### src/rtl/traffic_sequencer.sv
// traffic_sequencer: two-road intersection phase controller.
// An eight-phase Moore FSM is timed by a prescaled tick and a per-phase dwell
// counter. Lamp drives are decoded from the registered phase only.
// Optional build macro TRAFFIC_SENSOR_SYNC_EN: when defined, sA/sB pass
// through a two-flop synchronizer before use. This adds two cycles of
// sensor latency.

module traffic_sequencer #(
  parameter int TICK_DIV     = 100000000,
  parameter int GREEN_TICKS  = 5,
  parameter int YELLOW_TICKS = 3,
  parameter int RED_TICKS    = 1
) (
  input  logic       clk,
  input  logic       reset,
  input  logic       sA,
  input  logic       sB,
  output logic [2:0] lightA,
  output logic [2:0] lightB,
  output logic [2:0] state,
  output logic       tick
);

  localparam int CW = (TICK_DIV > 2) ? $clog2(TICK_DIV) : 1;
  localparam logic [CW-1:0] PRESC_LAST = CW'(TICK_DIV - 1);

  localparam logic [7:0] GREEN_RELOAD  = 8'(GREEN_TICKS - 1);
  localparam logic [7:0] YELLOW_RELOAD = 8'(YELLOW_TICKS - 1);
  localparam logic [7:0] RED_RELOAD    = 8'(RED_TICKS - 1);

  localparam logic [2:0] LAMP_G = 3'b001;
  localparam logic [2:0] LAMP_Y = 3'b010;
  localparam logic [2:0] LAMP_R = 3'b100;

  typedef enum logic [2:0] {
    S0 = 3'b000,  // A green
    S1 = 3'b001,  // A yellow
    S2 = 3'b010,  // all red
    S3 = 3'b011,  // all red
    S4 = 3'b100,  // B green
    S5 = 3'b101,  // B yellow
    S6 = 3'b110,  // all red
    S7 = 3'b111   // all red
  } phase_t;

  phase_t        state_q, state_d;
  logic [7:0]    dwell_q, dwell_d;
  logic [CW-1:0] presc_q, presc_d;
  logic          sa_use, sb_use;
  logic          advance_ok;
  phase_t        next_phase;
  logic [7:0]    next_reload;

`ifdef TRAFFIC_SENSOR_SYNC_EN
  // Two-stage synchronizer for the asynchronous car sensors.
  // Bit 1 carries road A and bit 0 carries road B.
  logic [1:0] sync1_q, sync1_d;
  logic [1:0] sync2_q, sync2_d;

  // Next-state logic for the synchronizer stages.
  always_comb begin
    sync1_d = {sA, sB};
    sync2_d = sync1_q;
  end

  // Synchronizer registers.
  always_ff @(posedge clk or posedge reset) begin
    if (reset) begin
      sync1_q <= 2'b00;
      sync2_q <= 2'b00;
    end else begin
      sync1_q <= sync1_d;
      sync2_q <= sync2_d;
    end
  end

  assign sa_use = sync2_q[1];
  assign sb_use = sync2_q[0];
`else
  assign sa_use = sA;
  assign sb_use = sB;
`endif

  // Prescaler wrap detection. The phase timing advances only in this cycle.
  assign tick = (presc_q == PRESC_LAST);

  // Select the following phase and its dwell reload. A green phase waits for
  // the opposing road's sensor; every other phase moves on unconditionally.
  always_comb begin
    next_phase  = phase_t'(state_q + 3'd1);
    next_reload = RED_RELOAD;
    advance_ok  = 1'b1;
    case (next_phase)
      S0, S4:         next_reload = GREEN_RELOAD;
      S1, S5:         next_reload = YELLOW_RELOAD;
      S2, S3, S6, S7: next_reload = RED_RELOAD;
      default:        next_reload = RED_RELOAD;
    endcase
    case (state_q)
      S0:      advance_ok = sb_use;
      S4:      advance_ok = sa_use;
      default: advance_ok = 1'b1;
    endcase
  end

  // Next-state logic for the prescaler, the dwell counter and the phase.
  // When the dwell count reaches zero and the advance condition is false,
  // the phase is held with the dwell count kept at zero.
  always_comb begin
    presc_d = tick ? '0 : presc_q + CW'(1);
    state_d = state_q;
    dwell_d = dwell_q;
    if (tick) begin
      if (dwell_q != 8'd0) begin
        dwell_d = dwell_q - 8'd1;
      end else if (advance_ok) begin
        state_d = next_phase;
        dwell_d = next_reload;
      end
    end
  end

  // Registers for the phase, the dwell counter and the prescaler.
  always_ff @(posedge clk or posedge reset) begin
    if (reset) begin
      state_q <= S0;
      dwell_q <= GREEN_RELOAD;
      presc_q <= '0;
    end else begin
      state_q <= state_d;
      dwell_q <= dwell_d;
      presc_q <= presc_d;
    end
  end

  // Moore lamp decode from the registered phase.
  // At most one road is non-red in any phase.
  always_comb begin
    lightA = LAMP_R;
    lightB = LAMP_R;
    case (state_q)
      S0:      lightA = LAMP_G;
      S1:      lightA = LAMP_Y;
      S4:      lightB = LAMP_G;
      S5:      lightB = LAMP_Y;
      default: begin
        lightA = LAMP_R;
        lightB = LAMP_R;
      end
    endcase
  end

  assign state = state_q;

endmodule

### config.mk
export PLATFORM = sky130hd
export DESIGN_NAME = traffic_sequencer
export DESIGN_NICKNAME = d
export VERILOG_FILES = /design/src/rtl/traffic_sequencer.sv
export SDC_FILE = /design/constraint.sdc
export NUM_CORES = 1
export LEC_CHECK = 0
export CAP_MARGIN = 20
export CORE_UTILIZATION = 45
export CTS_CLUSTER_DIAMETER = 50
export DETAILED_ROUTE_END_ITERATION = 8
export HOLD_SLACK_MARGIN = 0.06
export PLACE_DENSITY = 0.65
export SLEW_MARGIN = 20
export SYNTH_ARGS = -nofsm -noshare
export SYNTH_HDL_FRONTEND = slang
export SYNTH_SLANG_ARGS = --single-unit
export TNS_END_PERCENT = 100
### constraint.sdc
create_clock -name clk -period 2.44 [get_ports clk]
set_input_delay 0.488 -clock clk [delete_from_list [all_inputs] [get_ports clk]]
set_output_delay 0.488 -clock clk [all_outputs]
set_load 0.01 [all_outputs]
# Word-level counts from Yosys, hierarchy flattened
# Memories as Yosys holds them, arrays and structs flattened.
# Cells that the tools add are included.
# totals
regBits	38
latchBits	0
ram_bits	0
mem_bits_ro	16
elab_cells	23
memories	1
# mem_list
memory	depth	word_bits	read_ports	rd_clocked_by_memory_dff	write_ports	line	rtl
(no name shown)	8	2	1	0	0	93	case (next_phase)
# classes
n_addsub	3
mul	0
div_mod_pow	0
order_cmp	0
eq_ne	4
n_shift	0
n_mux	6
bitwise_logic	1
reduce_logical	5
# op_table
operator	count
adder 27 x 1 -> 27 bit, second input constant	1
equality test 27 bit, second input constant	1
two-way mux 27 bit	1
two-way mux 8 bit	2
case mux 3 bit (2 select lines)	2
nonzero test 8 bit	1
subtractor 8 x 1 -> 8 bit, second input constant	1
equality test 3 bit, second input constant	2
adder 3 x 1 -> 3 bit, second input constant	1
equality test 3 x 1 -> 1 bit, second input constant	1
zero test 3 bit	1
AND reduction 3 bit	1
case mux 1 bit (2 select lines)	1
AND reduction 2 bit	1
nonzero test 2 bit	1
inverter 1 bit	1

# Depth between registers and ports, before layout
# Gate-level depths: netlist of the first run.
# logic_depth
word_depth	4
ltp_mapped	7

# Worst setup path after synthesis of the first run
# No wires, ideal clock.
# synth_path
kind	flip-flop to output port
startpoint	reg presc_q[12]
endpoint	out tick
t_arrival_ns	1.657
path_slack_ns	0.295
stages_incl_launch_ff	7
path_buffers	2
cell_sequence	dfrtp_1 clkbuf_1 nor4b_1 nand4_1 or2_1 inv_2 buf_2
# synth_via
elab_chain_len	1
# synth_rtl
element	line	rtl
from (decl)	48	logic [CW-1:0] presc_q, presc_d;
from (signal assigned)	132	presc_q <= presc_d;
equality test 27 bit	85	assign tick = (presc_q == PRESC_LAST);
to (decl)	21	output logic tick
# Every way passes these cells.

# Final worst setup path of the first run
# layout_path
startpoint	reg state_q[0], in the netlist state[0]
endpoint	out lightB[2]
# layout_via
elab_chain_len	2
elab_cells_between_ends	3
classes_between	eq/ne: 2; mux: 1
# layout_rtl
element	line	rtl
from (decl)	46	phase_t state_q, state_d;
from (signal assigned)	130	state_q <= state_d;
equality test 3 bit	141	case (state_q)
case mux 3 bit (2 select lines) *	141	
to (decl)	19	output logic [2:0] lightB,
# Mark *: on every way between the ends. The rest lies on a longest branch, timed or not.

==> results.cfg, run 1 <==
[global_route]
grt_pass1_vias = 1624
antenna_found_initial = 0
grt_start_max_net_pins = 39
overflow = 0
grt_pass1_wl_um = 7500
grt_use_total_pct = 18.9

[status]
status = finished, final reports clean

[floorplanning]
rows = 24
die_h_um = 70.3
die-area_um2 = 4940
die-width_um = 70.3
ioPinCount = 14
initial_core_util_pct = 47.5
coreArea_um2 = 4410

[cts]
ctsRootBufferMaster = clkbuf_8
cts_buffers = 5
clkTransAtPathRegs_ns = 0.07
htree_levels = 2
clock_sinks = 38
postCtsHoldBufs = 0
ctsLongestPathBuffers = 2
cts_tree = yes
clkLatencyLatePin_ns = 0.28

[pwr]
internal_power_w = 0.000864
combPwrFrac_pct = 1.9
clockPowerShare_pct = 39.8
pwr_density_cell_nw_per_um2 = 440
power_frac_seq_pct = 58.4
ir_drop_mv = 0.322
power_switching_w = 0.000215
cellLeakagePower_nw = 1.02
swShare_pct = 19.9

[yosys]
netlist.area_leader.share_pct = 44.1
ys_seq_area_share_pct = 45.4
yosys.area.top_type = dfrtp_1
synthTopCellsByArea = dfrtp_1, ha_1, o31ai_1
netlist_area_um2 = 2100
netlist_instances = 212
ys.flop_type = dfrtp_1
syn_area_per_cell_um2 = 9.90
synth-seq-cells = 38
synth_fp_nets = 222
async_reset_ff_share_pct = 100
synth_edf_count = 0
synth_cell_types = 45
ys_warn_count = 0

[finish]
drive_gt1_share_pct = 13.1
syn2layout_area_growth_pct = 16.9
fin_area_um2 = 2450
seqCellArea_um2 = 952
diodes = 0
fin_nets = 245
nFillCells = 388
multi_input_area_um2 = 1080

[routing]
drt_pass1_iterations = 4
via_count = 1625
routedWlPerCell_um = 14.1
routed_wl_um = 4070
drc = 0
ant_nets = 0
drt_iter0_markers = 107
vias_per_cell = 5.64

[critical_path]
reg2reg_depth = 4
crit_path_cell_trace = buf_4 > ha_1 > and2_1 > nor2_1 > clkdlybuf4s50_1
r2r-start = dwell_q[5]
cpPeakStageDelay_ns = 0.54
critPathLaunchType = register
r2r_setup_slack_ns = 0.37
crit_slowest_cell = clkdlybuf4s50_1
worstPathArrival_ns = 1.81
critPathKind = reg2out
worstPathMaxFanout = 4
r2r-end = state[1]
cp.required_ns = 1.95
endpoint_kind = primary output

[sta]
relSlewSlack_pct = 63.5
finalHoldViolations = 0
maxSlewViolCount = 0
finalCritPeriodShare_pct = 94.0
setup_viol = 0
fin_tns_setup_ns = 0
worst_slew_pin_slew_ns = 0.543
skew_ns = 0.00988
post-route-min-period_ns = 2.29
postLayoutSetupSlackWorst_ns = 0.145
fmax_mhz = 436
grt_setup_unrepaired = false

[hold_path]
hold_depth = 1
hold_path.class = reg2reg
min_to = presc_q[0]
hold_start = presc_q[0]

[placement]
dpl_cell_area_um2 = 2340
dp_slack_ns = 0.150
port_buffers = 13
dp_hpwl_um = 2900
gp_congestion = 0.840

[flow_run]
drv_cap = 0
[cells by family (layout without fill, tap and decap cells)]
kind of cell	count (synthesis)	count (layout)	share of synthesized area [%]
flip-flops	38	38	45.4
AO/OA/AOI/OAI	34	34	10.6
adder cells (fa/ha/maj)	6	6	3.58
AND/OR/NAND/NOR	91	91	26.7
multiplexers	6	6	3.16
buffers and inverters	21	45	3.94
XOR/XNOR	16	16	6.68
[power groups by stage]
stage	registers (W)	clock network (W)	logic, W
finish	0.000630	0.000429	0.0000200
floorplan	0.000642	0	0.0000114
CTS	0.000629	0.000444	0.0000211
detailed placement	0.000642	0	0.0000211
global placement	0.000642	0	0.0000216
global route	0.000629	0.000475	0.0000240
[per-layer routing]
| metal | wire, um | up-vias | share of wire, % | track usage, % |
|---|---|---|---|---|
| li1 | - | 819 | - | - |
| met3 | 114 | 2 | 2.8 | 3.46 |
| met2 | 1840 | 23 | 45 | 29.9 |
| met4 | 22 | 0 | 0.54 | 4.00 |
| met5 | 0 | - | 0 | 0 |
| met1 | 2090 | 781 | 51 | 27.0 |
[critical path: cells and delay by family, from the launching register on]
kind,cells,cell delay (ns)
and+or+nand+nor,2,0.26
buffers and inverters,2,0.68
adders and majority gates,1,0.19
DFF,1,0.41
[synth_stat cells (3+ instances only)]
library cell and count:
o31ai_1 10, nor4b_1 5, nand3_1 10, dfrtp_1 37
and4_1 3, nor3_1 9, or3_1 4, and2_1 4
nand2_1 10, nand4_1 6, nor2b_1 4, nor2_1 10
inv_1 10, ha_1 6, and3_1 6, xnor2_1 8
mux2_2 4, xor2_1 8, o21ai_0 6, clkbuf_1 7
a21oi_1 10, or4_1 7, buf_2 3
[sequential cells by signal, summed over array words and instances (netlist names)]
signal,flops
state,3
presc_q,27
dwell_q,8
[cell type report]
class | instances | share of cell area [%]
Sequential cell | 38 | 38.8
Tap cell | 52 | 2.65
Multi-Input combinational cell | 153 | 43.9
Clock buffer | 7 | 3.52
Timing Repair Buffer | 26 | 9.23
Clock inverter | 1 | 0.204
Inverter | 11 | 1.68
[stage by stage]
step	util, %	hold slack (ns)	cells	total power [W]
after global placement	53.1	0.436	279	0.000663
after global routing	55.6	0.466	288	0.00113
after floorplan	-	0.425	212	0.000653
after detailed placement	53.1	0.443	279	0.000663
after CTS	55.4	0.458	287	0.00109
final	55.6	0.450	288	0.00108
[cells in the final DEF (no fill, tap or decap), types with 5 or more instances in the layout]
| master | count |
|---|---|
| o21ai_0 | 6 |
| dfrtp_1 | 37 |
| xnor2_1 | 8 |
| nor2_1 | 10 |
| xor2_1 | 8 |
| buf_4 | 13 |
| nand2_1 | 10 |
| or4_1 | 7 |
| and3_1 | 5 |
| nand4_1 | 6 |
| o31ai_1 | 10 |
| clkbuf_8 | 6 |
| clkdlybuf4s50_1 | 12 |
| inv_1 | 10 |
| nand3_1 | 10 |
| ha_1 | 6 |
| a21oi_1 | 10 |
| nor3_1 | 9 |
[what timing repair did]
item,4_1_cts,5_1_grt
buffers inserted,0,1
gates cloned,0,0
pin swaps,0,0
gates resized for setup,4,0
endpoints found under the setup margin,1,1
[how the worst max path moves through the flow]
stage / startpoint / endpoint / slack [ns] / cells after the start
after floorplan: presc_q[12] / tick / 0.30 / 6
after global placement: presc_q[11] / tick / 0.18 / 5
after detailed placement: presc_q[11] / tick / 0.15 / 5
after CTS: state[0] / lightB[2] / 0.11 / 5
after global routing: state[0] / lightA[2] / 0.008 / 5
final: state[0] / lightB[2] / 0.15 / 5
No activity file was read; power rests on OpenSTA's default activity.
==> run 2, diff against run 1 <==
--- a/config.mk
+++ b/config.mk
@@ -10,7 +10,7 @@
 export CTS_CLUSTER_DIAMETER = 50
 export DETAILED_ROUTE_END_ITERATION = 8
 export HOLD_SLACK_MARGIN = 0.06
-export PLACE_DENSITY = 0.65
+export PLACE_DENSITY = 0.67
 export SLEW_MARGIN = 20
 export SYNTH_ARGS = -nofsm -noshare
 export SYNTH_HDL_FRONTEND = slang
==> constraint.sdc (replaced) <==
create_clock -name clk -period 1.9 [get_ports clk]
set_input_delay 0.38 -clock clk [delete_from_list [all_inputs] [get_ports clk]]
set_output_delay 0.38 -clock clk [all_outputs]
set_load 0.01 [all_outputs]
==> run 2 against run 1 <==
  * The run now ends with negative setup slack left
  * Die area is the same
  * Sequential share of layout area shrank 7.6 points
  * Critical path depth stayed put
  * Cell count increased by 18%
  * Clock power grew 100%
  * Critical endpoint is now tick
  * Highest routed layer unchanged
==> results.cfg, run 2 (same netlist as run 1, synthesis figures left out) <==
[finish]
top_register = presc_q
layout_common_cells = buf_4, dfrtp_1, nor2_1, o31ai_1
syn2layout_area_growth_pct = 45.5
multi_input_area_um2 = 1240
fin_nets = 296
final_common_cell = buf_4
fin_util_pct = 69.2
seqCellArea_um2 = 952
largest_reg_flops = 27
nFillCells = 320
fin_area_um2 = 3050
diodes = 0
drive_gt1_share_pct = 39.4

[critical_path]
endpoint_kind = primary output
critPathLaunchType = register
cp.required_ns = 1.52
worstPathMaxFanout = 2
critPathKind = reg2out
worstPathArrival_ns = 1.57

[cts]
clock_sinks = 38
clkLatencyLatePin_ns = 0.30
postCtsHoldBufs = 0
clkTransAtPathRegs_ns = 0.08
htree_levels = 2
cts_tree = yes
ctsRootBufferMaster = clkbuf_8
cts_buffers = 5
ctsLongestPathBuffers = 2

[routing]
routedWlPerCell_um = 15.6
drc = 0
via_count = 1889
drt_iter0_markers = 110
ant_nets = 0
routed_wl_um = 5290
drt_pass1_iterations = 4
vias_per_cell = 5.57

[sta]
fmax_mhz = 512
setup_viol = 2
worst_slew_pin_slew_ns = 0.411
relSlewSlack_pct = 72.4
postLayoutSetupSlackWorst_ns = -0.0523
finalHoldViolations = 0
maxSlewViolCount = 0
post-route-min-period_ns = 1.95
finalCritPeriodShare_pct = 103
skew_ns = 0.0133
grt_setup_unrepaired = true

[floorplanning]
ioPinCount = 14
die-area_um2 = 4940
rows = 24
die_h_um = 70.3
initial_core_util_pct = 47.5
coreArea_um2 = 4410
die-width_um = 70.3

[pwr]
power_frac_seq_pct = 47.4
internal_power_w = 0.00138
clockPowerShare_pct = 50.7
power_switching_w = 0.000324
pwr_density_cell_nw_per_um2 = 558
ir_drop_mv = 0.389
cellLeakagePower_nw = 1.34
combPwrFrac_pct = 1.9
swShare_pct = 19.0

[global_route]
grt_pass1_vias = 1878
grt_start_max_net_pins = 18
antenna_found_initial = 0
grt_use_total_pct = 22.3
overflow = 0
grt_pass1_wl_um = 8450

[placement]
gp_congestion = 0.857
dpl_cell_area_um2 = 2690
dp_hpwl_um = 3580
port_buffers = 13

[flow_run]
drv_cap = 0

[status]
status = finished, violations left
violations = negative setup slack

[hold_path]
hold_path.class = in2async
run 2: changes by cell type in the layout (fill, tap and decap cells not counted), moves of 3 or more:
cell             before  now
nor3_1                9    6
buf_4                13   62
nor4b_1               4    0
inv_2                 1    4
clkdlybuf4s50_1      12    6
inv_1                10    6
ha_4                  0    3
buf_6                 0    3
ha_1                  6    2
run 2: worst paths after layout:
path | cells past startpoint | slack [ns] | to | start
worst max-delay path | 5 | -0.05 | tick | presc_q[19]
worst min-delay path | 2 | 0.36 | presc_q[5] | reset
worst max register to register | 4 | -0.03 | state[1] | dwell_q[3]
worst min register to register | 1 | 0.47 | presc_q[24] | presc_q[24]
max in group asynchronous | 3 | 1.03 | presc_q[14] | reset
min in group clk | 1 | 0.47 | presc_q[24] | presc_q[24]
run 2: routing by layer:
layer	vias up	routed length, um	GRT usage, %
met1	906	2420	29.0
met4	0	100	8.00
met2	44	2540	36.4
met3	11	226	4.76
li1	928	-	-
met5	-	0	0
run 2: stage by stage:
step	std cells	total power (W)	hold slack [ns]	worst slack, ns	setup TNS [ns]
after floorplan	212	0.000839	0.428	-0.105	-0.120
after global placement	323	0.000856	0.455	-0.175	-0.402
after detailed placement	323	0.000857	0.461	-0.173	-0.427
after CTS	335	0.00171	0.373	-0.0654	-0.0925
after global routing	339	0.00175	0.442	-0.148	-0.393
final	339	0.00170	0.359	-0.0523	-0.0795
run 2: final cells by class:
class	instances	share of cell area [%]
Sequential cell	38	31.2
Timing Repair Buffer	77	19.8
Inverter	11	1.43
Clock inverter	2	1.97
Multi-Input combinational cell	153	40.7
Tap cell	52	2.13
Clock buffer	6	2.70
run 2: repair_timing:
item                                    4_1_cts  5_1_grt
pin swaps                                     4        7
setup buffers                                 4        4
endpoints found under the hold margin         0        0
resized for setup                            25       28
endpoints found under the setup margin       13       18
run 2: power by group through the flow:
stage                     Clock, W  Sequential (W)  Combinational [W]
final                     0.000863        0.000808          0.0000325
after global routing      0.000901        0.000808          0.0000380
after CTS                 0.000872        0.000808          0.0000329
after detailed placement         0        0.000824          0.0000326
after global placement           0        0.000824          0.0000320
after floorplan                  0        0.000824          0.0000147
run 2: worst max-delay path: stages, from the launching register on:
cell	delay, ns
dfrtp_1	0.38
nor3b_1	0.28
nand4_1	0.19
or2_4	0.28
inv_4	0.05
buf_6	0.09
